`config.mk`:
```
export PLATFORM = sky130hd
export DESIGN_NAME = m_ifetch
export DESIGN_NICKNAME = d
export VERILOG_FILES = /design/src/rtl/m_cpu_pkg.sv /design/src/rtl/m_fetch_fifo.sv /design/src/rtl/m_ifetch.sv
export SDC_FILE = /design/constraint.sdc
export NUM_CORES = 1
export LEC_CHECK = 0
export ABC_CLOCK_PERIOD_IN_PS = 16500
export BUFFER_PORTS_ARGS = -buffer_cell sky130_fd_sc_hd__buf_2
export CORE_ASPECT_RATIO = 0.6
export CORE_MARGIN = 2
export CORE_UTILIZATION = 35
export DETAILED_ROUTE_END_ITERATION = 16
export GPL_TIMING_DRIVEN = 0
export HOLD_SLACK_MARGIN = 0.1
export PLACE_DENSITY = 0.62
export REMOVE_ABC_BUFFERS = 1
export SLEW_MARGIN = 20
export SYNTH_ARGS = -nofsm -noshare
export SYNTH_HDL_FRONTEND = slang
export SYNTH_SLANG_ARGS = --single-unit
```
`constraint.sdc`:
```
create_clock -name w_clk -period 16.5 [get_ports w_clk]
set_input_delay 0 -clock w_clk [delete_from_list [all_inputs] [get_ports w_clk]]
set_output_delay 0 -clock w_clk [all_outputs]
set_load 0.02 [all_outputs]
```
`src/rtl/m_cpu_pkg.sv`:
```
// Shared CPU definitions: datapath width, PC step, fetch entry layout and the
// default reset vector used by the pipeline stages.
package m_cpu_pkg;

  localparam int XLEN = 32;
  localparam logic [XLEN-1:0] PC_INC = 32'd4;
  localparam logic [XLEN-1:0] DEFAULT_RESET_PC = 32'h0000_0000;

  typedef struct packed {
    logic [XLEN-1:0] pc;
    logic [XLEN-1:0] ir;
  } fetch_entry_t;

  // Instructions are word aligned; the two low address bits carry no meaning.
  function automatic logic [XLEN-1:0] align_pc(input logic [XLEN-1:0] addr);
    return {addr[XLEN-1:2], 2'b00};
  endfunction

endpackage

```
`src/rtl/m_fetch_fifo.sv`:
```
// Small circular buffer of {pc, ir} entries between fetch and decode.
// Flush beats push; push and pop in the same cycle leave the count unchanged.
module m_fetch_fifo
  import m_cpu_pkg::*;
#(
  parameter int DEPTH = 2
) (
  input  logic                     w_clk,
  input  logic                     w_rst,
  input  logic                     push,
  input  fetch_entry_t             push_entry,
  input  logic                     pop,
  input  logic                     flush,
  output fetch_entry_t             head,
  output logic [$clog2(DEPTH):0]   cnt
);

  localparam int PW = $clog2(DEPTH);

  fetch_entry_t    r_mem [DEPTH];
  logic [PW-1:0]   r_wr_ptr;
  logic [PW-1:0]   r_rd_ptr;
  logic [PW:0]     r_cnt;

  always_ff @(posedge w_clk) begin
    // NOTE: sequential state uses non-blocking assignments only, so every
    // register in this block samples the pre-edge values of the others.
    if (w_rst) begin
      // NOTE: storage is cleared on reset so the head reads as zero afterwards;
      // cheap at this depth, and decode never sees stale words.
      for (int i = 0; i < DEPTH; i++) r_mem[i] <= '0;
      r_wr_ptr <= '0;
      r_rd_ptr <= '0;
      r_cnt    <= '0;
    end else if (flush) begin
      r_wr_ptr <= '0;
      r_rd_ptr <= '0;
      r_cnt    <= '0;
    end else begin
      if (push) begin
        r_mem[r_wr_ptr] <= push_entry;
        r_wr_ptr        <= r_wr_ptr + PW'(1);
      end
      if (pop) r_rd_ptr <= r_rd_ptr + PW'(1);
      case ({push, pop})
        2'b10:   r_cnt <= r_cnt + (PW+1)'(1);
        2'b01:   r_cnt <= r_cnt - (PW+1)'(1);
        default: r_cnt <= r_cnt;
      endcase
    end
  end

  assign head = r_mem[r_rd_ptr];
  assign cnt  = r_cnt;

endmodule

```
`src/rtl/m_ifetch.sv`:
```
// Instruction fetch: owns the PC, issues one read per cycle while buffer credit
// remains, pairs each returned word with its PC and hands it to decode.
module m_ifetch
  import m_cpu_pkg::*;
#(
  parameter logic [XLEN-1:0] RESET_PC   = DEFAULT_RESET_PC,
  parameter int              FIFO_DEPTH = 2
) (
  input  logic            w_clk,
  input  logic            w_rst,
  output logic            w_imem_en,
  output logic [XLEN-1:0] w_imem_addr,
  input  logic [XLEN-1:0] w_imem_rdata,
  input  logic            w_redirect,
  input  logic [XLEN-1:0] w_redirect_pc,
  output logic            w_valid,
  input  logic            w_ready,
  output logic [XLEN-1:0] w_pc,
  output logic [XLEN-1:0] w_ir
);

  localparam int CW = $clog2(FIFO_DEPTH) + 1;
  localparam logic [CW:0] DEPTH_L = (CW+1)'(FIFO_DEPTH);

  logic [XLEN-1:0] r_pc;
  logic            r_inflight;
  logic [XLEN-1:0] r_inflight_pc;

  logic [CW-1:0]   r_cnt;
  logic [CW:0]     occupancy;
  logic            w_pop;
  fetch_entry_t    head;
  fetch_entry_t    push_entry;

  assign w_valid = !w_rst && !w_redirect && (r_cnt != '0);
  assign w_pop   = w_valid && w_ready;

  // Entries that will be held after this cycle's pop; a new request may only
  // go out when its response is guaranteed a free slot next cycle.
  assign occupancy = {1'b0, r_cnt} + {{CW{1'b0}}, r_inflight} - {{CW{1'b0}}, w_pop};
  assign w_imem_en = !w_rst && !w_redirect && (occupancy < DEPTH_L);

  assign w_imem_addr = w_rst ? RESET_PC : r_pc;
  assign w_pc        = w_rst ? '0 : head.pc;
  assign w_ir        = w_rst ? '0 : head.ir;

  assign push_entry = '{pc: r_inflight_pc, ir: w_imem_rdata};

  always_ff @(posedge w_clk) begin
    if (w_rst) begin
      r_pc          <= RESET_PC;
      r_inflight    <= 1'b0;
      r_inflight_pc <= '0;
    end else if (w_redirect) begin
      r_pc       <= align_pc(w_redirect_pc);
      r_inflight <= 1'b0;
    end else begin
      r_inflight <= w_imem_en;
      if (w_imem_en) begin
        r_pc          <= r_pc + PC_INC;
        r_inflight_pc <= r_pc;
      end
    end
  end

  // A redirect flushes the buffer and, through flush priority, drops the
  // response arriving in the same cycle.
  m_fetch_fifo #(
    .DEPTH (FIFO_DEPTH)
  ) u_fifo (
    .w_clk      (w_clk),
    .w_rst      (w_rst),
    .push       (r_inflight),
    .push_entry (push_entry),
    .pop        (w_pop),
    .flush      (w_redirect),
    .head       (head),
    .cnt        (r_cnt)
  );

endmodule

```
Word-level counts from Yosys, hierarchy flattened
Memories as Yosys holds them, arrays and structs flattened. A register that Yosys moved wholly into a read port is not among the register bits.
Index checks and enable logic that the tools add are counted.
{ "word_totals": {"ff_bits": 69, "ramBits": 128, "inputBits": 68, "output_inout_bits": 98, "word_cells": 48, "memories": 1} }
{ "op_classes": {"n_addsub": 7, "n_lt_le_gt_ge": 1, "n_eq_ne": 2, "mux": 17, "bitwise_logic": 1, "reduce_logical": 12} }
{ "memory_table": {"columns": ["name", "words", "word_bits", "read_ports", "rd_ports_with_merged_regs", "wr", "line_no", "text"], "rows": [
  ["u_fifo.r_mem", 2, 64, 1, 1, 2, "m_fetch_fifo.sv:20", "fetch_entry_t r_mem [DEPTH];"]
]} }
{ "op_table": {"columns": ["op", "count"], "rows": [
  ["two-way mux 32 bit", 5],
  ["two-way mux 64 bit", 1],
  ["OR reduction 64 bit", 1],
  ["adder 32 x 3 -> 32 bit (second input constant)", 1],
  ["two-way mux 1 bit", 10],
  ["nonzero test 2 bit", 3],
  ["logical AND 1 bit", 4],
  ["case mux 2 bit (2 select lines)", 1],
  ["adder 2 x 1 -> 3 bit", 1],
  ["less-than comparator 3 x 2 -> 1 bit (second input constant)", 1],
  ["subtractor 3 x 1 -> 3 bit", 1],
  ["adder 1 bit (second input constant)", 2],
  ["adder 2 x 1 -> 2 bit (second input constant)", 1],
  ["equality test 2 x 1 -> 1 bit (second input constant)", 1],
  ["equality test 2 bit (second input constant)", 1],
  ["zero test 1 bit", 2],
  ["AND reduction 2 bit", 1],
  ["OR reduction 2 bit", 1],
  ["subtractor 2 x 1 -> 2 bit (second input constant)", 1],
  ["inverter 1 bit", 1]
]} }

Logic depth before layout (Yosys ltp)
Gate-level depths: netlist of the first run.
{ "depth": {"depth_word": 9, "mapped_depth": 15, "mapped_depth_nobuf": 12} }

Cells and area by module
From an unflattened synthesis of the first run, not the netlist that was laid out.
{ "unflattened": {"cells_unflattened": 868, "hier_area_um2": 9507.9} }
{ "modules_own_cells": {"columns": ["module", "instances", "cells_each", "area_each_um2", "seq_area_each_um2"], "rows": [
  ["m_fetch_fifo", 1, 379, 5870.6, 3943.8],
  ["m_ifetch", 1, 489, 3637.2, 1221.2]
]} }

Worst setup path before layout of the first run
No wires, ideal clock.
{ "synth_path": {"path_type": "reg-to-reg", "startpoint": "register r_inflight", "endpoint": "memory u_fifo.r_mem[0][0] (netlist name), enable pin", "setup_ps": 567, "t_arrival_ps": 4819, "required_ps": 15933, "setup_slack_ps": 11114, "stages_incl_launch_ff": 3, "n_path_buf": 0, "synth_period_minus_slack_ps": 5386, "path_cell_list": "dfxtp_1 nand2_1 o21ai_0"} }
{ "synth_lines": {"columns": ["element", "line_no", "text"], "rows": [
  ["from (decl)", "m_ifetch.sv:26", "logic r_inflight;"],
  ["from (signal assigned)", "m_ifetch.sv:58", "r_inflight <= w_imem_en;"],
  ["to (decl)", "m_fetch_fifo.sv:20", null]
]} }

Worst setup path in the final report of the first run
{ "layout_path": {"startpoint": "input port w_rst", "endpoint": "register r_pc[20]"} }
{ "layout_between": {"elab_chain_cells": 8} }
{ "layout_rtl": {"columns": ["element", "line_no", "text"], "rows": [
  ["from (decl)", "m_ifetch.sv:10", "input logic w_rst,"],
  ["zero test 1 bit", "m_ifetch.sv:35", "assign w_valid = !w_rst && !w_redirect && (r_cnt != '0);"],
  ["logical AND 1 bit (2 in a row)", "m_ifetch.sv:35", null],
  ["logical AND 1 bit", "m_ifetch.sv:36", "assign w_pop = w_valid && w_ready;"],
  ["net u_fifo.pop", "m_fetch_fifo.sv:12", "input logic pop,"],
  ["subtractor 3 x 1 -> 3 bit", "m_ifetch.sv:40", "assign occupancy = {1'b0, r_cnt} + {{CW{1'b0}}, r_inflight} - {{CW{1'b0}}, w_pop};"],
  ["less-than comparator 3 x 2 -> 1 bit", "m_ifetch.sv:41", "assign w_imem_en = !w_rst && !w_redirect && (occupancy < DEPTH_L);"],
  ["logical AND 1 bit", "m_ifetch.sv:41", null],
  ["nonzero test 2 bit (no source line)", null, null],
  ["to (signal assigned)", "m_ifetch.sv:55", "r_pc <= align_pc(w_redirect_pc);"],
  ["to (signal assigned)", "m_ifetch.sv:60", "r_pc <= r_pc + PC_INC;"],
  ["to (decl)", "m_ifetch.sv:25", "logic [XLEN-1:0] r_pc;"]
]} }
The timed path passes the listed nets, and every way through them passes these cells.
A chain may end at the register's enable or synchronous reset.

==> results.tsv, run 1 <==
metric	value	unit
hpwl	13.9	mm
leakage	4.45	nW
hold_class	in2reg	
clk_path_buf_depth	2	
die_h	127	um
grt_start_max_net_pins	77	
synthTopCellsByArea	edfxtp_1 (42%), dfxtp_1 (15%), and2_1 (9.1%)	
ir_drop	62.5	uV
grt_pass1_wl	35.3	mm
skew	11.9	ps
synth_area_per_cell	10.5	um2
drt_wl_total	22.1	mm
period_share	30.7	%
hold_viol	0	
ios	166	
htreeDepth	4	
start_util	36.0	%
dieArea	26400	um2
layout-drive-gt1-share	20.0	%
finalNonFillerCells	1375	
ys_ff_latch	190	
via_per_inst	4.84	
cp_max_fo	76	
critPathKind	in2reg	
drcViolationCount	0	
fp-row-count	44	
synth_edf_count	124	
gr-total-overflow	0	
drt_iter0_markers	365	
slew_violations	0	
globalplace.congestion	0.780	
grtUsageTotal	17.2	%
maxSlewHeadroom	28.8	%
yosysSeqAreaShare	57.4	%
routedWlPerCell	16.1	um
async_flop_share	0	%
grt_antenna_before_repair	1	
r2r-start	u_fifo.cnt[1]	
tns	0	ps
required	16880	ps
clock-root-buffer	clkbuf_16	
place.port_buffers	159	
post_cts_buffers	0	
yosysUniqueCellTypes	50	
cts.sink_count	190	
layout.area.seq	5050	um2
placed_cells	1271	
max_freq	0.197	GHz
outcome	completed	
drtPass1Iterations	5	
place_area	10100	um2
end_kind	flop	
post-synth-top-area-cell	edfxtp_1	
ys.flop_type	edfxtp_1	
synthToLayoutAreaGrowth	29.1	%
multi_input_area	3500	um2
critPathLaunchType	input pin	
rsz0062_at_grt	no	
vias	6658	
yosysWarnings	0	
setup_viol	0	
coreArea	24400	um2
p_per_area	92.2	nW/um2
arrival	5440	ps
ant_nets	0	
min_from	w_redirect	
die_x	209	um
synth_area	8790	um2
crit_path_start	w_rst	
fillers	2320	
clk_pin_slew	70	ps
synth_top_area_share	42.4	%
cts_tree	yes	
fin_crit	5060	ps
antenna_cells	0	
cts-buffers-inserted	17	
grt_pass1_vias	6469	
fin_nets	1112	
worst_pin_slew	1060	ps
clk_latency	430	ps
cap_violations	0	
design_area	11400	um2
synthCells	838	
power breakdown:
part | switching [mW] | internal (mW)
Sequential | 0.0133 | 0.525
Combinational | 0.0613 | 0.0460
Clock | 0.179 | 0.221
sequential cells by signal (all words and copies together), names as in the netlist, named ones only:
name             cells
u_fifo.cnt           2
r_inflight           1
u_fifo.r_mem       124
u_fifo.r_rd_ptr      1
r_pc                30
r_inflight_pc       30
u_fifo.r_wr_ptr      1
logic make-up (layout without fill, tap and decap cells):
family | after synthesis | count (layout) | synth area share [%]
buf+inv | 73 | 285 | 3.40
simple gates | 391 | 391 | 23.1
flops | 190 | 190 | 57.4
fa+ha+maj | 4 | 4 | 0.655
xor+xnor | 12 | 12 | 1.20
compound gates | 104 | 104 | 7.06
other cells | 1 | 4 | 0.0427
mux | 63 | 63 | 7.19
stage by stage:
| step | hold slack [ps] | total power [mW] | setup WS (ps) | utilization [%] |
|---|---|---|---|---|
| 4_1_cts | 209 | 1.06 | 11450 | 46.4 |
| 6_report | 252 | 1.05 | 11440 | 46.4 |
| 3_3_place_gp | 230 | 0.639 | 6060 | 39.9 |
| 5_1_grt | 280 | 1.09 | 11120 | 46.4 |
| 2_1_floorplan | 69.1 | 0.595 | 11110 | - |
| 3_5_place_dp | 234 | 0.644 | 11950 | 41.2 |
worst paths after layout:
kind                            slack, ps                end  cells past startpoint
worst max-delay path                11440           r_pc[20]                     16
worst min-delay path                  250           r_pc[13]                      3
worst max register to register      11940           r_pc[20]                     14
worst min register to register        460  r_inflight_pc[27]                      2
synthesized netlist by cell type (all sizes together) (7+ instances only):
cell type and count:
a21oi 49, a31oi 11, and2 128, and3 7, buf 21, clkbuf 41, dfxtp 66, edfxtp 124
inv 11, mux2i 62, nand2 87, nand3 15, nand4 12, nor2 92, nor2b 28, o21ai 17
xor2 7
layout by cell type (no fill, tap or decap), types with 4 or more instances in the layout:
cell type | Yosys | layout
buf_2 | 7 | 158
and2_1 | 128 | 128
edfxtp_1 | 124 | 124
nor2_1 | 92 | 91
nand2_1 | 87 | 87
dlygate4sd3_1 | 0 | 72
dfxtp_1 | 66 | 65
mux2i_1 | 62 | 62
a21oi_1 | 49 | 49
nor2b_1 | 28 | 28
clkbuf_16 | 0 | 18
o21ai_0 | 17 | 16
nand3_1 | 13 | 12
nand4_1 | 12 | 12
a31oi_1 | 11 | 11
inv_1 | 11 | 10
buf_16 | 0 | 8
xor2_1 | 7 | 7
and3_1 | 7 | 6
xnor2_1 | 5 | 5
a22oi_1 | 5 | 5
nor3_1 | 4 | 4
conb_1 | 1 | 4
clkbuf_1 | 40 | 4
cell type report:
| cell class | instances | share of cell area [%] |
|---|---|---|
| flip-flops and latches | 190 | 44.5 |
| clock buffers | 23 | 4.22 |
| clock inverters | 9 | 0.739 |
| inverters | 11 | 0.364 |
| multi-input cells | 578 | 30.8 |
| well taps | 322 | 3.55 |
| repair buffers | 242 | 15.8 |
routing by layer:
layer,vias to the layer above,wire length (um),global-route usage [%]
met1,3184,10900,23.7
met2,166,10000,27.5
met3,10,1120,4.28
met4,2,115,3.66
met5,-,13,0
li1,3296,-,-
worst max-delay path: stages:
cell and delay [ps]:
dlygate4sd3_1 550, buf_6 460, or2_2 330, nor2_1 80
and2_1 210, ha_1 280, nand2b_1 150, fa_1 380
xnor2_1 170, nand3_4 330, inv_2 330, buf_16 260
nor2_1 800, o21ai_0 220, a31oi_1 190, dlygate4sd3_1 560
what timing repair did:
| item | CTS | global route |
|---|---|---|
| hold buffers | 72 | 0 |
| hold endpoints to repair | 112 | 0 |
| gates resized for setup | 0 | 0 |
Power figures use the tool's default switching activity.
==> run 2, diff against run 1 <==
--- a/config.mk
+++ b/config.mk
@@ -5,7 +5,7 @@
 export SDC_FILE = /design/constraint.sdc
 export NUM_CORES = 1
 export LEC_CHECK = 0
-export ABC_CLOCK_PERIOD_IN_PS = 16500
+export ABC_CLOCK_PERIOD_IN_PS = 4550
 export BUFFER_PORTS_ARGS = -buffer_cell sky130_fd_sc_hd__buf_2
 export CORE_ASPECT_RATIO = 0.6
 export CORE_MARGIN = 2
@@ -13,7 +13,7 @@
 export DETAILED_ROUTE_END_ITERATION = 16
 export GPL_TIMING_DRIVEN = 0
 export HOLD_SLACK_MARGIN = 0.1
-export PLACE_DENSITY = 0.62
+export PLACE_DENSITY = 0.64
 export REMOVE_ABC_BUFFERS = 1
 export SLEW_MARGIN = 20
 export SYNTH_ARGS = -nofsm -noshare
==> constraint.sdc (replaced) <==
create_clock -name w_clk -period 4.55 [get_ports w_clk]
set_input_delay 0 -clock w_clk [delete_from_list [all_inputs] [get_ports w_clk]]
set_output_delay 0 -clock w_clk [all_outputs]
set_load 0.02 [all_outputs]
==> run 2 against run 1 <==
  * Flip-flop and latch count stayed put
  * Clock power grew to 3.6 times the previous value
  * Sequential share of layout area is 0.083 points lower
  * Register-to-register slack worse by 11000 ps
  * Die area stayed put
  * Largest cell class unchanged
==> results.tsv, run 2 (synthesis results as in run 1) <==
metric	value	unit	change
dpl_worst_slack	32.2	ps	was 11950 ps
grtUsageTotal	17.6	%	was 17.2%
grt_start_max_net_pins	87		was 77
antenna_cells	0		unchanged
netSwitchingFraction	25.0	%	was 24.2%
final_common_cell	buf_2		unchanged
clk_latency	430	ps	about the same
finalNonFillerCells	1374		was 1375
grt_pass1_vias	6461		was 6469
cp_max_fo	86		was 76
ios	166		unchanged
via_per_inst	4.88		was 4.84
start_util	36.0	%	unchanged
layout-drive-gt1-share	20.3	%	was 20.0%
outcome	completed		unchanged
netSwitchingPower	952	uW	was 254 uW
intPower	2.86	mW	was 793 uW
drcViolationCount	0		unchanged
globalplace.congestion	0.771		was 0.780
layout_common_cells	buf_2 (158), and2_1 (128), edfxtp_1 (124)		unchanged
p_per_area	335	nW/um2	was 92.2 nW/um2
fillers	2289		was 2320
clock-root-buffer	clkbuf_16		unchanged
reg_top3	u_fifo.r_mem (124), r_inflight_pc (30), r_pc (30)		unchanged
maxSlewHeadroom	39.2	%	was 28.8%
ant_nets	0		unchanged
tns	0	ps	unchanged
arrival	4620	ps	was 5440 ps
drtPass1Iterations	7		was 5
routedWlPerCell	16.6	um	was 16.1 um
slew_violations	0		unchanged
hold_class	in2reg		unchanged
fin_ws	306	ps	was 11440 ps
largest_register_ffs	124		unchanged
ir_drop	240	uV	was 62.5 uV
skew	12.0	ps	was 11.9 ps
vias	6701		was 6658
worst_pin_slew	911	ps	was 1060 ps
fin_crit	4240	ps	
combPwrFrac	10.3	%	was 10.2%
cts_tree	yes		unchanged
holdWs	246	ps	was 252 ps
die_h	127	um	unchanged
pwr-share-clk	38.4	%	was 38.3%
drt_iter0_markers	345		was 365
leakage	4.46	nW	was 4.45 nW
power_frac_seq	51.3	%	was 51.5%
grt_antenna_before_repair	0		was 1
multi_input_area	3500	um2	about the same
power	3.81	mW	was 1.05 mW
regToRegSetupSlack	460	ps	was 11940 ps
max_freq	0.236	GHz	
rsz0062_at_grt	yes		was no
critPathLaunchType	input pin		unchanged
drt_wl_total	22.7	mm	was 22.1 mm
cts-buffers-inserted	17		unchanged
post_cts_buffers	0		unchanged
cap_violations	0		unchanged
gr-total-overflow	0		unchanged
clk_path_buf_depth	2		unchanged
fp-row-count	44		unchanged
setup_viol	0		unchanged
dieArea	26400	um2	unchanged
critPathKind	in2reg		unchanged
end_kind	flop		unchanged
fin_nets	1111		was 1112
die_x	209	um	unchanged
hpwl	14.1	mm	was 13.9 mm
htreeDepth	4		unchanged
hold_viol	0		unchanged
cts.sink_count	190		unchanged
placed_cells	1272		was 1271
grt_pass1_wl	35.8	mm	was 35.3 mm
synthToLayoutAreaGrowth	29.4	%	was 29.1%
required	4930	ps	was 16880 ps
layout.area.seq	5050	um2	unchanged
regMostFlops	u_fifo.r_mem		unchanged
period_share	93.3	%	
place.port_buffers	159		unchanged
clk_pin_slew	80	ps	was 70 ps
coreArea	24400	um2	unchanged
[run 2: worst max-delay path: stages]
cell,delay [ps]
buf_6,370
buf_16,340
or2_2,290
nor2_1,80
and2_1,200
ha_1,270
nand2b_1,150
fa_1,380
xnor2_1,240
nand3_4,340
inv_2,490
nand3_1,250
or3_1,360
a31oi_1,170
dlygate4sd3_1,570
[run 2: timing repair]
action	CTS	global route
resized for setup	0	1
hold endpoints to repair	103	0
setup endpoints to repair	0	2
hold buffers	70	0
[run 2: final cells by class]
class	count	share of cell area [%]
Clock buffer	19	3.98
Timing Repair Buffer	241	15.9
Tap cell	322	3.54
Multi-Input combinational cell	578	30.8
Sequential cell	190	44.4
Clock inverter	13	0.979
Inverter	11	0.363
[run 2: metal layers]
| layer | track usage, % | vias to the layer above | wire length (um) |
|---|---|---|---|
| met5 | 0 | - | 0 |
| met4 | 3.70 | 0 | 133 |
| met3 | 4.61 | 10 | 1390 |
| met2 | 28.4 | 192 | 10300 |
| met1 | 24.1 | 3217 | 10900 |
| li1 | - | 3282 | - |
[run 2: worst paths after layout]
path                     startpoint                end  cells after the start
setup reg to reg      u_fifo.cnt[1]           r_pc[13]                     13
hold / removal           w_redirect           r_pc[20]                      3
setup / recovery              w_rst           r_pc[13]                     15
hold reg to reg   r_inflight_pc[27]  r_inflight_pc[27]                      2
[run 2: power groups by stage]
stage                     Clock (mW)  Combinational, mW  Sequential (mW)
final                           1.46              0.392             1.95
after global routing            1.57              0.431             1.96
after CTS                       1.50              0.396             1.95
after detailed placement           0              0.348             1.99
after global placement             0              0.316             2.00
after floorplan                    0              0.176             1.98
[run 2: stage by stage]
stage	util, %	instance area [um2]
global route	46.5	11400
global placement	39.9	9740
finish	46.5	11400
detailed placement	41.3	10100
floorplan	-	8540
CTS	46.5	11400
